### src/rtl/set_cond_sequencer_pkg.sv
// Shared encodings for the set-condition sequencer: condition opcodes and FSM states.
package set_cond_sequencer_pkg;

    localparam int unsigned OP_W = 3;

    typedef enum logic [OP_W-1:0] {
        SET_OP_SLT = 3'd0,
        SET_OP_SEQ = 3'd1,
        SET_OP_SNE = 3'd2,
        SET_OP_SGT = 3'd3,
        SET_OP_SLE = 3'd4,
        SET_OP_SGE = 3'd5
    } set_op_t;

    typedef enum logic [1:0] {
        ST_IDLE  = 2'd0,
        ST_ISSUE = 2'd1,
        ST_WAIT  = 2'd2,
        ST_RESP  = 2'd3
    } state_t;

endpackage

### src/rtl/set_cond_sequencer_if.sv
// Request, subtractor and response channels of the set-condition sequencer.
interface set_cond_sequencer_if #(
    parameter int WIDTH = 32
);
    logic             req_valid;
    logic             req_ready;
    logic [2:0]       req_op;
    logic [WIDTH-1:0] req_a;
    logic [WIDTH-1:0] req_b;
    logic             sub_valid;
    logic             sub_ready;
    logic [WIDTH-1:0] sub_a;
    logic [WIDTH-1:0] sub_b;
    logic             diff_valid;
    logic [WIDTH-1:0] diff;
    logic             diff_zf;
    logic             rsp_valid;
    logic             rsp_ready;
    logic [WIDTH-1:0] rsp_result;
    logic             rsp_err;

    // master: the sequencer itself; slave: issue logic, subtractor and consumer
    modport master (
        input  req_valid, req_op, req_a, req_b, sub_ready, diff_valid, diff, diff_zf, rsp_ready,
        output req_ready, sub_valid, sub_a, sub_b, rsp_valid, rsp_result, rsp_err
    );

    modport slave (
        output req_valid, req_op, req_a, req_b, sub_ready, diff_valid, diff, diff_zf, rsp_ready,
        input  req_ready, sub_valid, sub_a, sub_b, rsp_valid, rsp_result, rsp_err
    );
endinterface

### src/rtl/set_cond_sequencer_eval.sv
// Combinational condition evaluator: (op, difference sign, zero flag) -> cond, reserved-op flag.
module set_cond_eval
    import set_cond_sequencer_pkg::*;
(
    input  logic [OP_W-1:0] op,
    input  logic            msb,
    input  logic            zf,
    output logic            cond,
    output logic            reserved
);

    // Sign bit only: no overflow correction is applied to the difference.
    always_comb begin
        cond     = 1'b0;
        reserved = 1'b0;
        case (op)
            SET_OP_SLT: cond = msb;
            SET_OP_SEQ: cond = zf;
            SET_OP_SNE: cond = ~zf;
            SET_OP_SGT: cond = ~zf & ~msb;
            SET_OP_SLE: cond = zf | msb;
            SET_OP_SGE: cond = ~msb;
            default:    reserved = 1'b1;
        endcase
    end

endmodule

### src/rtl/set_cond_sequencer.sv
// Multi-cycle set-condition controller: issues a-b to the shared subtractor, waits for the
// difference (with timeout) and returns a zero-extended condition result.
module set_cond_sequencer
    import set_cond_sequencer_pkg::*;
#(
    parameter int WIDTH       = 32,
    parameter int TIMEOUT_CYC = 16
) (
    input  logic                 clk,
    input  logic                 rst,
    set_cond_sequencer_if.master bus
);

    localparam int TW = $clog2(TIMEOUT_CYC + 1);
    localparam logic [TW-1:0] TIMER_LAST = TW'(TIMEOUT_CYC - 1);

    state_t           state;
    logic [OP_W-1:0]  op_q;
    logic [WIDTH-1:0] a_q;
    logic [WIDTH-1:0] b_q;
    logic [WIDTH-1:0] result_q;
    logic             sub_valid_q;
    logic             rsp_valid_q;
    logic             rsp_err_q;
    logic [TW-1:0]    timer;

    logic [OP_W-1:0]  op_sel;
    logic             cond;
    logic             reserved;

    // One evaluator serves both the accept-time reserved check and the WAIT-time condition.
    assign op_sel = (state == ST_IDLE) ? bus.req_op : op_q;

    set_cond_eval u_eval (
        .op       (op_sel),
        .msb      (bus.diff[WIDTH-1]),
        .zf       (bus.diff_zf),
        .cond     (cond),
        .reserved (reserved)
    );

    assign bus.req_ready  = (state == ST_IDLE) && !rst;
    assign bus.sub_valid  = sub_valid_q;
    assign bus.sub_a      = a_q;
    assign bus.sub_b      = b_q;
    assign bus.rsp_valid  = rsp_valid_q;
    assign bus.rsp_result = result_q;
    assign bus.rsp_err    = rsp_err_q;

    always_ff @(posedge clk) begin
        if (rst) begin
            state       <= ST_IDLE;
            op_q        <= '0;
            a_q         <= '0;
            b_q         <= '0;
            result_q    <= '0;
            sub_valid_q <= 1'b0;
            rsp_valid_q <= 1'b0;
            rsp_err_q   <= 1'b0;
            timer       <= '0;
        end else begin
            case (state)
                ST_IDLE: begin
                    if (bus.req_valid) begin
                        op_q <= bus.req_op;
                        a_q  <= bus.req_a;
                        b_q  <= bus.req_b;
                        if (reserved) begin
                            state       <= ST_RESP;
                            result_q    <= '0;
                            rsp_err_q   <= 1'b1;
                            rsp_valid_q <= 1'b1;
                        end else begin
                            state       <= ST_ISSUE;
                            sub_valid_q <= 1'b1;
                        end
                    end
                end
                ST_ISSUE: begin
                    if (bus.sub_ready) begin
                        sub_valid_q <= 1'b0;
                        timer       <= '0;
                        state       <= ST_WAIT;
                    end
                end
                ST_WAIT: begin
                    timer <= timer + TW'(1);
                    // A difference arriving on the timeout cycle still yields a normal result.
                    if (bus.diff_valid) begin
                        result_q    <= {{(WIDTH-1){1'b0}}, cond};
                        rsp_err_q   <= 1'b0;
                        rsp_valid_q <= 1'b1;
                        state       <= ST_RESP;
                    end else if (timer == TIMER_LAST) begin
                        result_q    <= '0;
                        rsp_err_q   <= 1'b1;
                        rsp_valid_q <= 1'b1;
                        state       <= ST_RESP;
                    end
                end
                ST_RESP: begin
                    if (bus.rsp_ready) begin
                        rsp_valid_q <= 1'b0;
                        state       <= ST_IDLE;
                    end
                end
                default: state <= ST_IDLE;
            endcase
        end
    end

endmodule
### src/flat_wrapper.sv
// flat-port wrapper written by rule: the top's interface ports become plain ports
module set_cond_sequencer_flat import set_cond_sequencer_pkg::*;
#(
    parameter int WIDTH       = 32,
    parameter int TIMEOUT_CYC = 16
)
  (clk, rst, bus_req_valid, bus_req_op, bus_req_a, bus_req_b, bus_sub_ready, bus_diff_valid, bus_diff, bus_diff_zf, bus_rsp_ready, bus_req_ready, bus_sub_valid, bus_sub_a, bus_sub_b, bus_rsp_valid, bus_rsp_result, bus_rsp_err);
  set_cond_sequencer_if #(.WIDTH(WIDTH)) bus_i ();
  input  logic clk;
  input  logic rst;
  input wire logic [$bits(bus_i.req_valid)-1:0] bus_req_valid;
  input wire logic [$bits(bus_i.req_op)-1:0] bus_req_op;
  input wire logic [$bits(bus_i.req_a)-1:0] bus_req_a;
  input wire logic [$bits(bus_i.req_b)-1:0] bus_req_b;
  input wire logic [$bits(bus_i.sub_ready)-1:0] bus_sub_ready;
  input wire logic [$bits(bus_i.diff_valid)-1:0] bus_diff_valid;
  input wire logic [$bits(bus_i.diff)-1:0] bus_diff;
  input wire logic [$bits(bus_i.diff_zf)-1:0] bus_diff_zf;
  input wire logic [$bits(bus_i.rsp_ready)-1:0] bus_rsp_ready;
  output wire logic [$bits(bus_i.req_ready)-1:0] bus_req_ready;
  output wire logic [$bits(bus_i.sub_valid)-1:0] bus_sub_valid;
  output wire logic [$bits(bus_i.sub_a)-1:0] bus_sub_a;
  output wire logic [$bits(bus_i.sub_b)-1:0] bus_sub_b;
  output wire logic [$bits(bus_i.rsp_valid)-1:0] bus_rsp_valid;
  output wire logic [$bits(bus_i.rsp_result)-1:0] bus_rsp_result;
  output wire logic [$bits(bus_i.rsp_err)-1:0] bus_rsp_err;
  assign bus_i.req_valid = bus_req_valid;
  assign bus_i.req_op = bus_req_op;
  assign bus_i.req_a = bus_req_a;
  assign bus_i.req_b = bus_req_b;
  assign bus_i.sub_ready = bus_sub_ready;
  assign bus_i.diff_valid = bus_diff_valid;
  assign bus_i.diff = bus_diff;
  assign bus_i.diff_zf = bus_diff_zf;
  assign bus_i.rsp_ready = bus_rsp_ready;
  assign bus_req_ready = bus_i.req_ready;
  assign bus_sub_valid = bus_i.sub_valid;
  assign bus_sub_a = bus_i.sub_a;
  assign bus_sub_b = bus_i.sub_b;
  assign bus_rsp_valid = bus_i.rsp_valid;
  assign bus_rsp_result = bus_i.rsp_result;
  assign bus_rsp_err = bus_i.rsp_err;
  set_cond_sequencer #(.WIDTH(WIDTH), .TIMEOUT_CYC(TIMEOUT_CYC)) u_core (.clk(clk), .rst(rst), .bus(bus_i));
endmodule
### config.mk
export PLATFORM = sky130hd
export DESIGN_NAME = set_cond_sequencer_flat
export DESIGN_NICKNAME = d
export VERILOG_FILES = /design/src/rtl/set_cond_sequencer_pkg.sv /design/src/rtl/set_cond_sequencer_if.sv /design/src/rtl/set_cond_sequencer_eval.sv /design/src/rtl/set_cond_sequencer.sv /design/src/flat_wrapper.sv
export SDC_FILE = /design/constraint.sdc
export NUM_CORES = 1
export LEC_CHECK = 0
export CORE_MARGIN = 5
export CORE_UTILIZATION = 37
export CTS_CLUSTER_SIZE = 12
export DETAILED_ROUTE_END_ITERATION = 8
export GPL_ROUTABILITY_DRIVEN = 0
export HOLD_SLACK_MARGIN = 0.03
export PLACE_DENSITY = 0.91
export SETUP_SLACK_MARGIN = 0.05
export SKIP_LAST_GASP = 1
export SYNTH_ARGS = -nofsm -noshare
export SYNTH_HDL_FRONTEND = slang
export SYNTH_SLANG_ARGS = --single-unit
### constraint.sdc
create_clock -name clk -period 2.5 [get_ports clk]
set_input_delay 0.25 -clock clk [delete_from_list [all_inputs] [get_ports clk]]
set_output_delay 0.25 -clock clk [all_outputs]
set_load 0.01 [all_outputs]
Word-level counts from Yosys, hierarchy flattened
Index checks and enable logic that the tools add are counted.
{"block": "totals", "register_bits": 109, "inputBits": 106}
{"block": "op_classes", "bitwise_logic": 4, "mux": 28, "addsub": 1, "n_eq_ne": 15, "reduce_logical": 15}
{"op": "2-to-1 mux 32 bit", "count": 4}
{"op": "case mux 32 bit (2 select lines)", "count": 1}
{"op": "2-to-1 mux 2 bit", "count": 6}
{"op": "AND reduction 4 bit", "count": 3}
{"op": "inequality test 2 bit (second input constant)", "count": 5}
{"op": "case mux 5 bit (2 select lines)", "count": 1}
{"op": "2-to-1 mux 1 bit", "count": 9}
{"op": "case mux 2 bit (4 select lines)", "count": 1}
{"op": "== test 3 x 2 -> 1 bit (second input constant)", "count": 2}
{"op": "== test 3 bit (second input constant)", "count": 2}
{"op": "case mux 1 bit (6 select lines)", "count": 1}
{"op": "nonzero test 2 bit", "count": 3}
{"op": "OR reduction 6 bit", "count": 1}
{"op": "adder 5 x 1 -> 5 bit (second input constant)", "count": 1}
{"op": "== test 5 x 4 -> 1 bit (second input constant)", "count": 1}
{"op": "2-to-1 mux 5 bit", "count": 1}
{"op": "AND reduction 5 bit", "count": 1}
{"op": "== test 2 bit (second input constant)", "count": 2}
{"op": "case mux 1 bit (2 select lines)", "count": 2}
{"op": "AND reduction 2 bit", "count": 2}
{"op": "== test 3 x 1 -> 1 bit (second input constant)", "count": 1}
{"op": "zero test 3 bit", "count": 1}
{"op": "2-to-1 mux 3 bit", "count": 1}
{"op": "inequality test 3 x 2 -> 1 bit (second input constant)", "count": 1}
{"op": "other kinds (9)", "count": 10}

Depth between registers and ports, before layout
Gate-level depths: netlist of the first run.
{"block": "depth", "word_depth": 7, "depth_mapped": 8, "ltp_nobuf": 7}

Modules after synthesis
From an unflattened synthesis of the first run, not the netlist that was laid out.
{"block": "hier_totals", "cells_unflattened": 414, "hier_area_um2": 3266.9}
{"module": "set_cond_sequencer", "seq_area_each_um2": 1561.5, "cells_per_inst": 404, "area_each_um2": 3211.8, "instances": 1}
{"module": "set_cond_eval", "seq_area_each_um2": 0.0, "cells_per_inst": 10, "area_each_um2": 55.1, "instances": 1}

Worst setup path before layout of the first run
Ideal clock, no wire load.
{"block": "synth_timing", "path_kind": "reg2reg", "start": "register u_core.timer[0]", "end": "register u_core.result_q[0], in the netlist u_core.bus.rsp_result[0]", "path_stages_with_launch": 8, "setup_slack_ps": 775, "setup_ps": 84, "arrival_time_ps": 1641, "required_time_ps": 2416, "cell_sequence": "dfxtp_1 -> ha_1 -> and3_1 -> ha_1 -> nor3b_4 -> a211oi_2 -> or3b_1 -> o31ai_2"}
{"block": "synth_between", "elab_chain_cells": 3}
{"item": "start: declaration", "line": "set_cond_sequencer.sv:25", "text": "logic [TW-1:0] timer;"}
{"item": "start signal: assignment", "line": "set_cond_sequencer.sv:87", "text": "timer <= timer + TW'(1);"}
{"item": "== test 5 x 4 -> 1 bit", "line": "set_cond_sequencer.sv:94", "text": "end else if (timer == TIMER_LAST) begin"}
{"item": "inequality test 3 x 2 -> 1 bit (no line)"}
{"item": "AND reduction 4 bit (no line)"}
{"item": "end signal: assignment", "line": "set_cond_sequencer.sv:90", "text": "result_q <= {{(WIDTH-1){1'b0}}, cond};"}
{"item": "end: declaration", "line": "set_cond_sequencer.sv:21", "text": "logic [WIDTH-1:0] result_q;"}
Every way passes these cells.
A chain may end at the register's enable or synchronous reset.

Worst setup path after layout of the first run
{"block": "layout_timing", "start": "register u_core.state[1]", "end": "output port bus_req_ready"}
{"block": "layout_between", "elab_chain_cells": 2}
{"item": "start: declaration", "line": "set_cond_sequencer.sv:17", "text": "state_t state;"}
{"item": "start signal: assignment", "line": "set_cond_sequencer.sv:52", "text": "state <= ST_IDLE;"}
{"item": "start signal: assignment", "line": "set_cond_sequencer.sv:69", "text": "state <= ST_RESP;"}
{"item": "start signal: assignment", "line": "set_cond_sequencer.sv:74", "text": "state <= ST_ISSUE;"}
{"item": "zero test 2 bit", "line": "set_cond_sequencer.sv:42", "text": "assign bus.req_ready = (state == ST_IDLE) && !rst;"}
{"item": "logical AND 1 bit", "line": "set_cond_sequencer.sv:42"}
{"item": "end: declaration", "line": "flat_wrapper.sv:20", "text": "output wire logic [$bits(bus_i.req_ready)-1:0] bus_req_ready;"}
Every way passes these cells.

==> results.sh, run 1 <==
export IMPL_cpLargestDelayFamily="buffers and inverters"
export IMPL_fin_setup_tns_ps=0
export IMPL_powerDensity_nw_per_um2=897
export IMPL_swShare_pct=34.6
export IMPL_synthSimpleGateAreaFrac_pct=22.2
export IMPL_cts_buffers=9
export IMPL_wl_met3_um=822
export IMPL_cp_depth=4
export IMPL_top_layer_used="met4"
export IMPL_numPortBuffers=143
export IMPL_min_path_type="in2reg"
export IMPL_hold_viol_final=0
export IMPL_final_common_cell="clkdlybuf4s50_1"
export IMPL_crit_type="reg2out"
export IMPL_cts_tree="built"
export IMPL_hpwl_mm=6.65
export IMPL_track_usage_pct=15.7
export IMPL_design_area_um2=4870
export IMPL_fmax_mhz=444
export IMPL_rsz0062_at_grt="false"
export IMPL_core_area_um2=8680
export IMPL_slowest_delay_ps=560
export IMPL_syn_inst=408
export IMPL_slowest_stage="clkdlybuf4s50_1"
export IMPL_ys_seq_elements=78
export IMPL_cts_max_level=3
export IMPL_drc=0
export IMPL_synth_area_mux_share_pct=0.914
export IMPL_path_buf_inv=2
export IMPL_dpl_cell_area_um2=4660
export IMPL_fin_skew_ps=7.94
export IMPL_ant_nets=0
export IMPL_num_vias=3059
export IMPL_avgSynthCellArea_um2=8.05
export IMPL_setup_violations_final=0
export IMPL_p_seq_share_pct=36.6
export IMPL_ir_worst_vdd_uv=351
export IMPL_critical_path_max_fanout=12
export IMPL_ys_seq_area_share_pct=47.5
export IMPL_synth_edf_count=0
export IMPL_startpoint_type="flip-flop"
export IMPL_ioPinCount=206
export IMPL_clkLatencyLatePin_ps=350
export IMPL_die_area_um2=10900
export IMPL_grt_pass1_vias=2932
export IMPL_leakage_nw=1.85
export IMPL_syn_cell_area_um2=3290
export IMPL_placedCellCount=639
export IMPL_mostFrequentLayoutCells="142 x clkdlybuf4s50_1, 138 x nand2_1, 78 x dfxtp_1"
export IMPL_clockBufferDepth=2
export IMPL_clkSinkCount=78
export IMPL_final_cells=655
export IMPL_m1WireLength_mm=3.49
export IMPL_synth_top_family_by_area="simple AND/OR/NAND/NOR gates"
export IMPL_die_h_um=104
export IMPL_status="completed"
export IMPL_worst_pin_slew_ps=513
export IMPL_ys_types=41
export IMPL_wirelength_mm=8.88
export IMPL_ff2ff_setup_slack_ps=500
export IMPL_overflow=0
export IMPL_drv_cap=0
export IMPL_drtPass1Iterations=4
export IMPL_synthArstFlopShare_pct=0
export IMPL_yosys_area_top_type="dfxtp_1"
export IMPL_antenna_found_initial=0
export IMPL_internal_power_mw=2.86
export IMPL_met2_length_mm=4.41
export IMPL_worst_setup_path_end_kind="output pin"
export IMPL_period_share_pct=90.1
export IMPL_holdPathStages=3
export IMPL_min_period_ps=2250
export IMPL_nets=654
export IMPL_worstPathRequired_ps=2250
export IMPL_synth_fa_ha_area_share_pct=2.28
export IMPL_initial_utilization_pct=37.9
export IMPL_combPwrFrac_pct=40.0
export IMPL_synth_compound_area_share_pct=15.7
export IMPL_root_buffer="clkbuf_8"
export IMPL_cts_setup_buffers=0
export IMPL_path_clk_slew_ps=80
export IMPL_chipWidth_um=104
export IMPL_wl_per_cell_um=13.6
export IMPL_synth_warnings=0
export IMPL_power_frac_clock_pct=23.4
export IMPL_synth_top_cells_by_area="dfxtp_1 48%, nand2_1 16%, a21oi_1 11%, buf_4 7.1%, ha_1 2.3%"
export IMPL_grt_pass1_wl_mm=14.1
export IMPL_areaGrowthSynthToFinish_pct=48.3
export IMPL_synth_top_flop_cell="dfxtp_1"
export IMPL_rr_worst_depth=6
export IMPL_slew_headroom_pct=65.4
export IMPL_synth_xor_area_share_pct=0
export IMPL_n_antenna_cell=0
export IMPL_arrival_ps=2000
export IMPL_fillers=790
export IMPL_cts_hold_fix_buffers=0
export IMPL_crit_chain="inv_1 -> ha_1 -> nor2b_1 -> clkdlybuf4s50_1"
export IMPL_cts_resized=0
export IMPL_drt_iter0_markers=93
export IMPL_yosysTopAreaCellShare_pct=47.5
export IMPL_drive_gt1_share_pct=6.03
export IMPL_avgViaCountPerCell=4.67
export IMPL_grt_max_degree=51
export IMPL_rows=34
export IMPL_finalMaxSlewViolations=0
export IMPL_p_sw_mw=1.51
-- area by class of cell --
cell class,instances,area (um^2),area share (%)
clock buffers,10,128,2.62
clock inverters,6,86.3,1.77
inverters,4,15.0,0.308
multi-input cells,299,1470,30.1
flip-flops and latches,78,1560,32.0
well taps,108,135,2.77
repair buffers,150,1480,30.3
-- worst register-to-register path: stages, from the launching register on --
cell and delay [ps]:
dfxtp_1 350, inv_1 90, ha_1 470, and2_2 480
buf_4 310, nand2_1 90, a21oi_1 140
-- metrics by stage --
stage	setup WS (ps)	hold slack, ps	util, %	total power [mW]
finish	248	438	56.2	4.37
floorplan	775	365	-	2.70
detailed placement	534	447	53.7	3.38
global route	86.0	431	56.2	4.68
global placement	618	441	53.7	3.31
CTS	236	424	56.2	4.42
-- logic make-up (layout without fill, tap and decap cells) --
logic type	after synthesis	count (layout)
other	1	31
AOI/OAI and AO/OA	89	89
DFF	78	78
buffers and inverters	61	170
muxes	3	3
adders and majority gates	6	6
and+or+nand+nor	170	170
-- routing by layer --
| layer | vias to the layer above | GRT usage [%] |
|---|---|---|
| met1 | 1392 | 17.0 |
| met3 | 14 | 7.20 |
| li1 | 1536 | - |
| met2 | 117 | 27.0 |
| met5 | - | 0 |
| met4 | 0 | 5.09 |
-- state kept, by name, indices dropped and copies added (netlist names) --
signal	count
u_core.bus.sub_a	32
u_core.bus.sub_b	32
u_core.timer	5
u_core.op_q	3
u_core.state	2
u_core.bus.rsp_err	1
u_core.bus.rsp_result	1
u_core.bus.rsp_valid	1
u_core.bus.sub_valid	1
-- cell usage after synthesis, types with 2 or more instances --
master	instances
buf_6	2
mux2i_1	3
ha_1	6
and2_1	2
clkbuf_1	14
nand2b_1	5
inv_1	4
a311oi_1	2
a21oi_1	72
buf_4	31
nor2_1	8
dfxtp_1	78
o21ai_0	5
buf_2	9
nor2b_1	2
nand2_1	139
nor3_1	2
-- power groups by stage --
stage | Clock [mW] | Sequential, mW | Combinational [mW]
finish | 1.02 | 1.60 | 1.75
global route | 1.11 | 1.63 | 1.94
CTS | 1.05 | 1.60 | 1.76
detailed placement | 0 | 1.63 | 1.75
global placement | 0 | 1.61 | 1.70
floorplan | 0 | 1.71 | 0.988
-- path summary, 6_finish.rpt --
| kind | start | to |
|---|---|---|
| setup / recovery | u_core.state[1] | bus_req_ready |
| hold / removal | rst | u_core.bus.sub_b[10] |
| setup reg to reg | u_core.state[1] | u_core.bus.sub_a[31] |
| hold reg to reg | u_core.bus.sub_a[12] | u_core.bus.sub_a[12] |
Note: power is estimated with default switching activity, not from simulation.
==> run 2: changes to the inputs <==
--- a/config.mk
+++ b/config.mk
@@ -5,7 +5,7 @@
 export SDC_FILE = /design/constraint.sdc
 export NUM_CORES = 1
 export LEC_CHECK = 0
-export CORE_MARGIN = 5
+export CORE_MARGIN = 2
 export CORE_UTILIZATION = 37
 export CTS_CLUSTER_SIZE = 12
 export DETAILED_ROUTE_END_ITERATION = 8
==> results.sh, run 2 (same netlist as run 1, synthesis figures left out) <==
export IMPL_status="completed"
export IMPL_placedCellCount=638
export IMPL_initial_utilization_pct=37.9
export IMPL_ant_nets=0
export IMPL_track_usage_pct=17.5
export IMPL_num_vias=3096
export IMPL_drt_iter0_markers=131
export IMPL_avgViaCountPerCell=4.73
export IMPL_cts_resized=0
export IMPL_worstPathRequired_ps=2250
export IMPL_rsz0062_at_grt="false"
export IMPL_areaGrowthSynthToFinish_pct=47.4
export IMPL_cts_setup_buffers=0
export IMPL_mostFrequentLayoutCells="142 x clkdlybuf4s50_1, 138 x nand2_1, 78 x dfxtp_1"
export IMPL_core_area_um2=8680
export IMPL_grt_pass1_wl_mm=13.9
export IMPL_grt_pass1_vias=3078
export IMPL_slew_headroom_pct=46.1
export IMPL_fmax_mhz=443
export IMPL_crit_chain="inv_1 -> ha_1 -> nor2b_1 -> clkdlybuf4s50_1"
export IMPL_rows=34
export IMPL_critical_path_max_fanout=12
export IMPL_arrival_ps=2010
export IMPL_path_clk_slew_ps=80
export IMPL_fin_skew_ps=8.35
export IMPL_slowest_stage="clkdlybuf4s50_1"
export IMPL_fin_setup_tns_ps=0
export IMPL_multiInputGateArea_um2=1470
export IMPL_period_share_pct=90.3
export IMPL_startpoint_type="flip-flop"
export IMPL_die_area_um2=9650
export IMPL_wl_per_cell_um=13.2
export IMPL_n_antenna_cell=0
export IMPL_drtPass1Iterations=4
export IMPL_drv_cap=0
export IMPL_timing_hold_ws_ps=446
export IMPL_grt_max_degree=80
export IMPL_fillers=800
export IMPL_clkSinkCount=78
export IMPL_powerDensity_nw_per_um2=881
export IMPL_numPortBuffers=143
export IMPL_worst_setup_path_end_kind="output pin"
export IMPL_seq_area_um2=1560
export IMPL_die_h_um=98.2
export IMPL_ioPinCount=206
export IMPL_wirelength_mm=8.63
export IMPL_drc=0
export IMPL_min_period_ps=2260
export IMPL_antenna_found_initial=0
export IMPL_finalMaxSlewViolations=0
export IMPL_cpLargestDelayFamily="buffers and inverters"
export IMPL_cts_max_level=3
export IMPL_nets=653
export IMPL_final_common_cell="clkdlybuf4s50_1"
export IMPL_cts_buffers=9
export IMPL_clkLatencyLatePin_ps=340
export IMPL_slowest_delay_ps=560
export IMPL_root_buffer="clkbuf_8"
export IMPL_crit_type="reg2out"
export IMPL_hpwl_mm=6.23
export IMPL_chipWidth_um=98.2
export IMPL_cts_tree="built"
export IMPL_setup_violations_final=0
export IMPL_cts_hold_fix_buffers=0
export IMPL_clockBufferDepth=2
export IMPL_worst_pin_slew_ps=809
export IMPL_final_cells=654
export IMPL_overflow=0
export IMPL_ir_worst_vdd_uv=462
export IMPL_hold_viol_final=0
export IMPL_path_buf_inv=2
export IMPL_min_path_type="in2reg"
export IMPL_drive_gt1_share_pct=5.68
export IMPL_leakage_nw=1.83
## run 2: worst reg2reg max path, cell delays in order, from the launching register on
cell     delay [ps]
dfxtp_1         350
inv_1           110
ha_1            470
and2_2          490
buf_4           320
nand2_1          90
a21oi_1         140
## run 2: final timing paths
path / startpoint / endpoint / slack (ps) / cells past startpoint
setup / recovery: u_core.state[0] / bus_req_ready / 240 / 4
hold / removal: bus_req_b[27] / u_core.bus.sub_b[27] / 450 / 3
setup reg to reg: u_core.state[0] / u_core.bus.sub_a[20] / 470 / 6
hold reg to reg: u_core.bus.sub_b[8] / u_core.bus.sub_b[8] / 460 / 2
## run 2: cell type report
class	count	area share, %
flip-flops and latches	78	32.2
repair buffers	149	30.4
multi-input cells	299	30.3
well taps	108	2.79
clock buffers	11	2.71
clock inverters	5	1.24
inverters	4	0.310
## run 2: metrics by stage
stage | utilization [%] | setup slack (ps) | total power, mW | instance area (um^2)
floorplan | - | 775 | 2.70 | 3400
global placement | 53.6 | 629 | 3.30 | 4650
detailed placement | 53.6 | 500 | 3.38 | 4650
CTS | 55.8 | 221 | 4.32 | 4840
global route | 55.8 | 125 | 4.55 | 4840
finish | 55.8 | 243 | 4.27 | 4840
## run 2: report_power, final
part / internal (mW) / switching [mW] / leakage [nW]
combinational: 0.819 / 0.932 / 1.10
clock: 0.464 / 0.450 / 0.0935
sequential: 1.48 / 0.126 / 0.639
total: 2.76 / 1.51 / 1.83
## run 2: routing by layer
layer	GRT usage (%)	vias up	wire, um
li1	-	1531	-
met1	18.6	1436	3310
met2	32.8	113	4580
met3	4.72	16	590
met4	6.64	0	150
met5	0	-	0
==> run 3: changes to the inputs <==
--- a/config.mk
+++ b/config.mk
@@ -11,6 +11,7 @@
 export DETAILED_ROUTE_END_ITERATION = 8
 export GPL_ROUTABILITY_DRIVEN = 0
 export HOLD_SLACK_MARGIN = 0.03
+export MAX_ROUTING_LAYER = met4
 export PLACE_DENSITY = 0.91
 export SETUP_SLACK_MARGIN = 0.05
 export SKIP_LAST_GASP = 1
==> results.sh, run 3 (same netlist as run 1, synthesis figures left out) <==
export IMPL_crit_type="reg2out"
export IMPL_cpLargestDelayFamily="buffers and inverters"
export IMPL_rr_worst_depth=6
export IMPL_cp_depth=4
export IMPL_clockBufferDepth=2
export IMPL_overflow=0
export IMPL_grt_pass1_wl_mm=13.9
export IMPL_ir_worst_vdd_uv=462
export IMPL_worst_setup_path_end_kind="output pin"
export IMPL_cts_tree="built"
export IMPL_final_cells=654
export IMPL_cts_max_level=3
export IMPL_root_buffer="clkbuf_8"
export IMPL_fin_util_pct=55.8
export IMPL_min_period_ps=2270
export IMPL_worstPathRequired_ps=2250
export IMPL_fin_setup_tns_ps=0
export IMPL_holdPathStages=3
export IMPL_grt_max_degree=80
export IMPL_swShare_pct=35.4
export IMPL_path_clk_slew_ps=80
export IMPL_final_common_cell="clkdlybuf4s50_1"
export IMPL_worst_pin_slew_ps=800
export IMPL_slowest_delay_ps=560
export IMPL_cts_buffers=9
export IMPL_grt_pass1_vias=3081
export IMPL_pre_cts_slack_ps=500
export IMPL_min_path_type="in2reg"
export IMPL_critical_path_max_fanout=12
export IMPL_period_share_pct=90.8
export IMPL_finalMaxSlewViolations=0
export IMPL_fin_skew_ps=7.99
export IMPL_placedCellCount=638
export IMPL_track_usage_pct=18.0
export IMPL_crit_chain="inv_1 -> ha_1 -> nor2b_1 -> clkdlybuf4s50_1"
export IMPL_mostFrequentLayoutCells="142 x clkdlybuf4s50_1, 138 x nand2_1, 78 x dfxtp_1"
export IMPL_rsz0062_at_grt="false"
export IMPL_chipWidth_um=98.2
export IMPL_drive_gt1_share_pct=5.68
export IMPL_initial_utilization_pct=37.9
export IMPL_fillers=800
export IMPL_hpwl_mm=6.23
export IMPL_p_seq_share_pct=37.5
export IMPL_slew_headroom_pct=46.6
export IMPL_rows=34
export IMPL_internal_power_mw=2.76
export IMPL_path_buf_inv=2
export IMPL_slowest_stage="clkdlybuf4s50_1"
export IMPL_cts_setup_buffers=0
export IMPL_ioPinCount=206
export IMPL_nets=653
export IMPL_core_area_um2=8680
export IMPL_seq_area_um2=1560
export IMPL_clkSinkCount=78
export IMPL_setup_violations_final=0
export IMPL_antenna_found_initial=0
export IMPL_status="completed"
export IMPL_cts_hold_fix_buffers=0
export IMPL_areaGrowthSynthToFinish_pct=47.4
export IMPL_arrival_ps=2020
export IMPL_worst_slack_ps=229
export IMPL_multiInputGateArea_um2=1470
export IMPL_p_sw_mw=1.51
export IMPL_die_area_um2=9650
export IMPL_num_vias=3097
export IMPL_numPortBuffers=143
export IMPL_power_frac_clock_pct=21.5
export IMPL_drt_iter0_markers=148
export IMPL_die_h_um=98.2
export IMPL_drc=0
export IMPL_avgViaCountPerCell=4.74
export IMPL_leakage_nw=1.83
export IMPL_n_antenna_cell=0
export IMPL_drv_cap=0
export IMPL_powerDensity_nw_per_um2=882
export IMPL_fmax_mhz=440
export IMPL_drtPass1Iterations=4
export IMPL_cts_resized=0
export IMPL_combPwrFrac_pct=41.1
export IMPL_clkLatencyLatePin_ps=340
export IMPL_wirelength_mm=8.59
export IMPL_ant_nets=0
export IMPL_startpoint_type="flip-flop"
export IMPL_hold_viol_final=0
export IMPL_wl_per_cell_um=13.1
[run 3: layer usage]
| layer | vias up | GRT usage (%) | routed length (um) |
|---|---|---|---|
| met4 | 0 | 6.64 | 139 |
| met1 | 1425 | 19.1 | 3380 |
| met3 | 13 | 3.79 | 510 |
| li1 | 1533 | - | - |
| met5 | - | - | 0 |
| met2 | 126 | 33.0 | 4560 |
[run 3: per-stage QoR]
step | hold WS, ps | power [mW] | cell area, um^2
2_1_floorplan | 365 | 2.70 | 3400
3_3_place_gp | 441 | 3.30 | 4650
3_5_place_dp | 448 | 3.38 | 4650
4_1_cts | 433 | 4.32 | 4840
5_1_grt | 443 | 4.55 | 4840
6_report | 444 | 4.27 | 4840
[run 3: final cells by class]
class	instances	area share, %
sequential	78	32.2
timing repair buffer	149	30.4
multi-input combinational	299	30.3
tap	108	2.79
clock buffer	11	2.71
clock inverter	5	1.24
inverter	4	0.310
[run 3: worst paths after layout]
path	startpoint	to	slack, ps
hold reg to reg	u_core.bus.sub_b[8]	u_core.bus.sub_b[8]	450
hold / removal	bus_req_b[2]	u_core.bus.sub_b[2]	440
setup / recovery	u_core.state[0]	bus_req_ready	230
setup reg to reg	u_core.state[0]	u_core.bus.sub_a[20]	450
[run 3: worst reg2reg max path: stages (launching register included)]
cell and delay [ps]:
dfxtp_1 350, inv_1 110, ha_1 470, and2_2 500
buf_4 320, nand2_1 90, a21oi_1 140
[run 3: power by group through the flow]
stage | clock, mW | sequential (mW) | combinational [mW]
2_1_floorplan | 0 | 1.71 | 0.988
3_3_place_gp | 0 | 1.61 | 1.69
3_5_place_dp | 0 | 1.63 | 1.75
4_1_cts | 0.953 | 1.60 | 1.76
5_1_grt | 1.01 | 1.63 | 1.92
6_report | 0.916 | 1.60 | 1.75
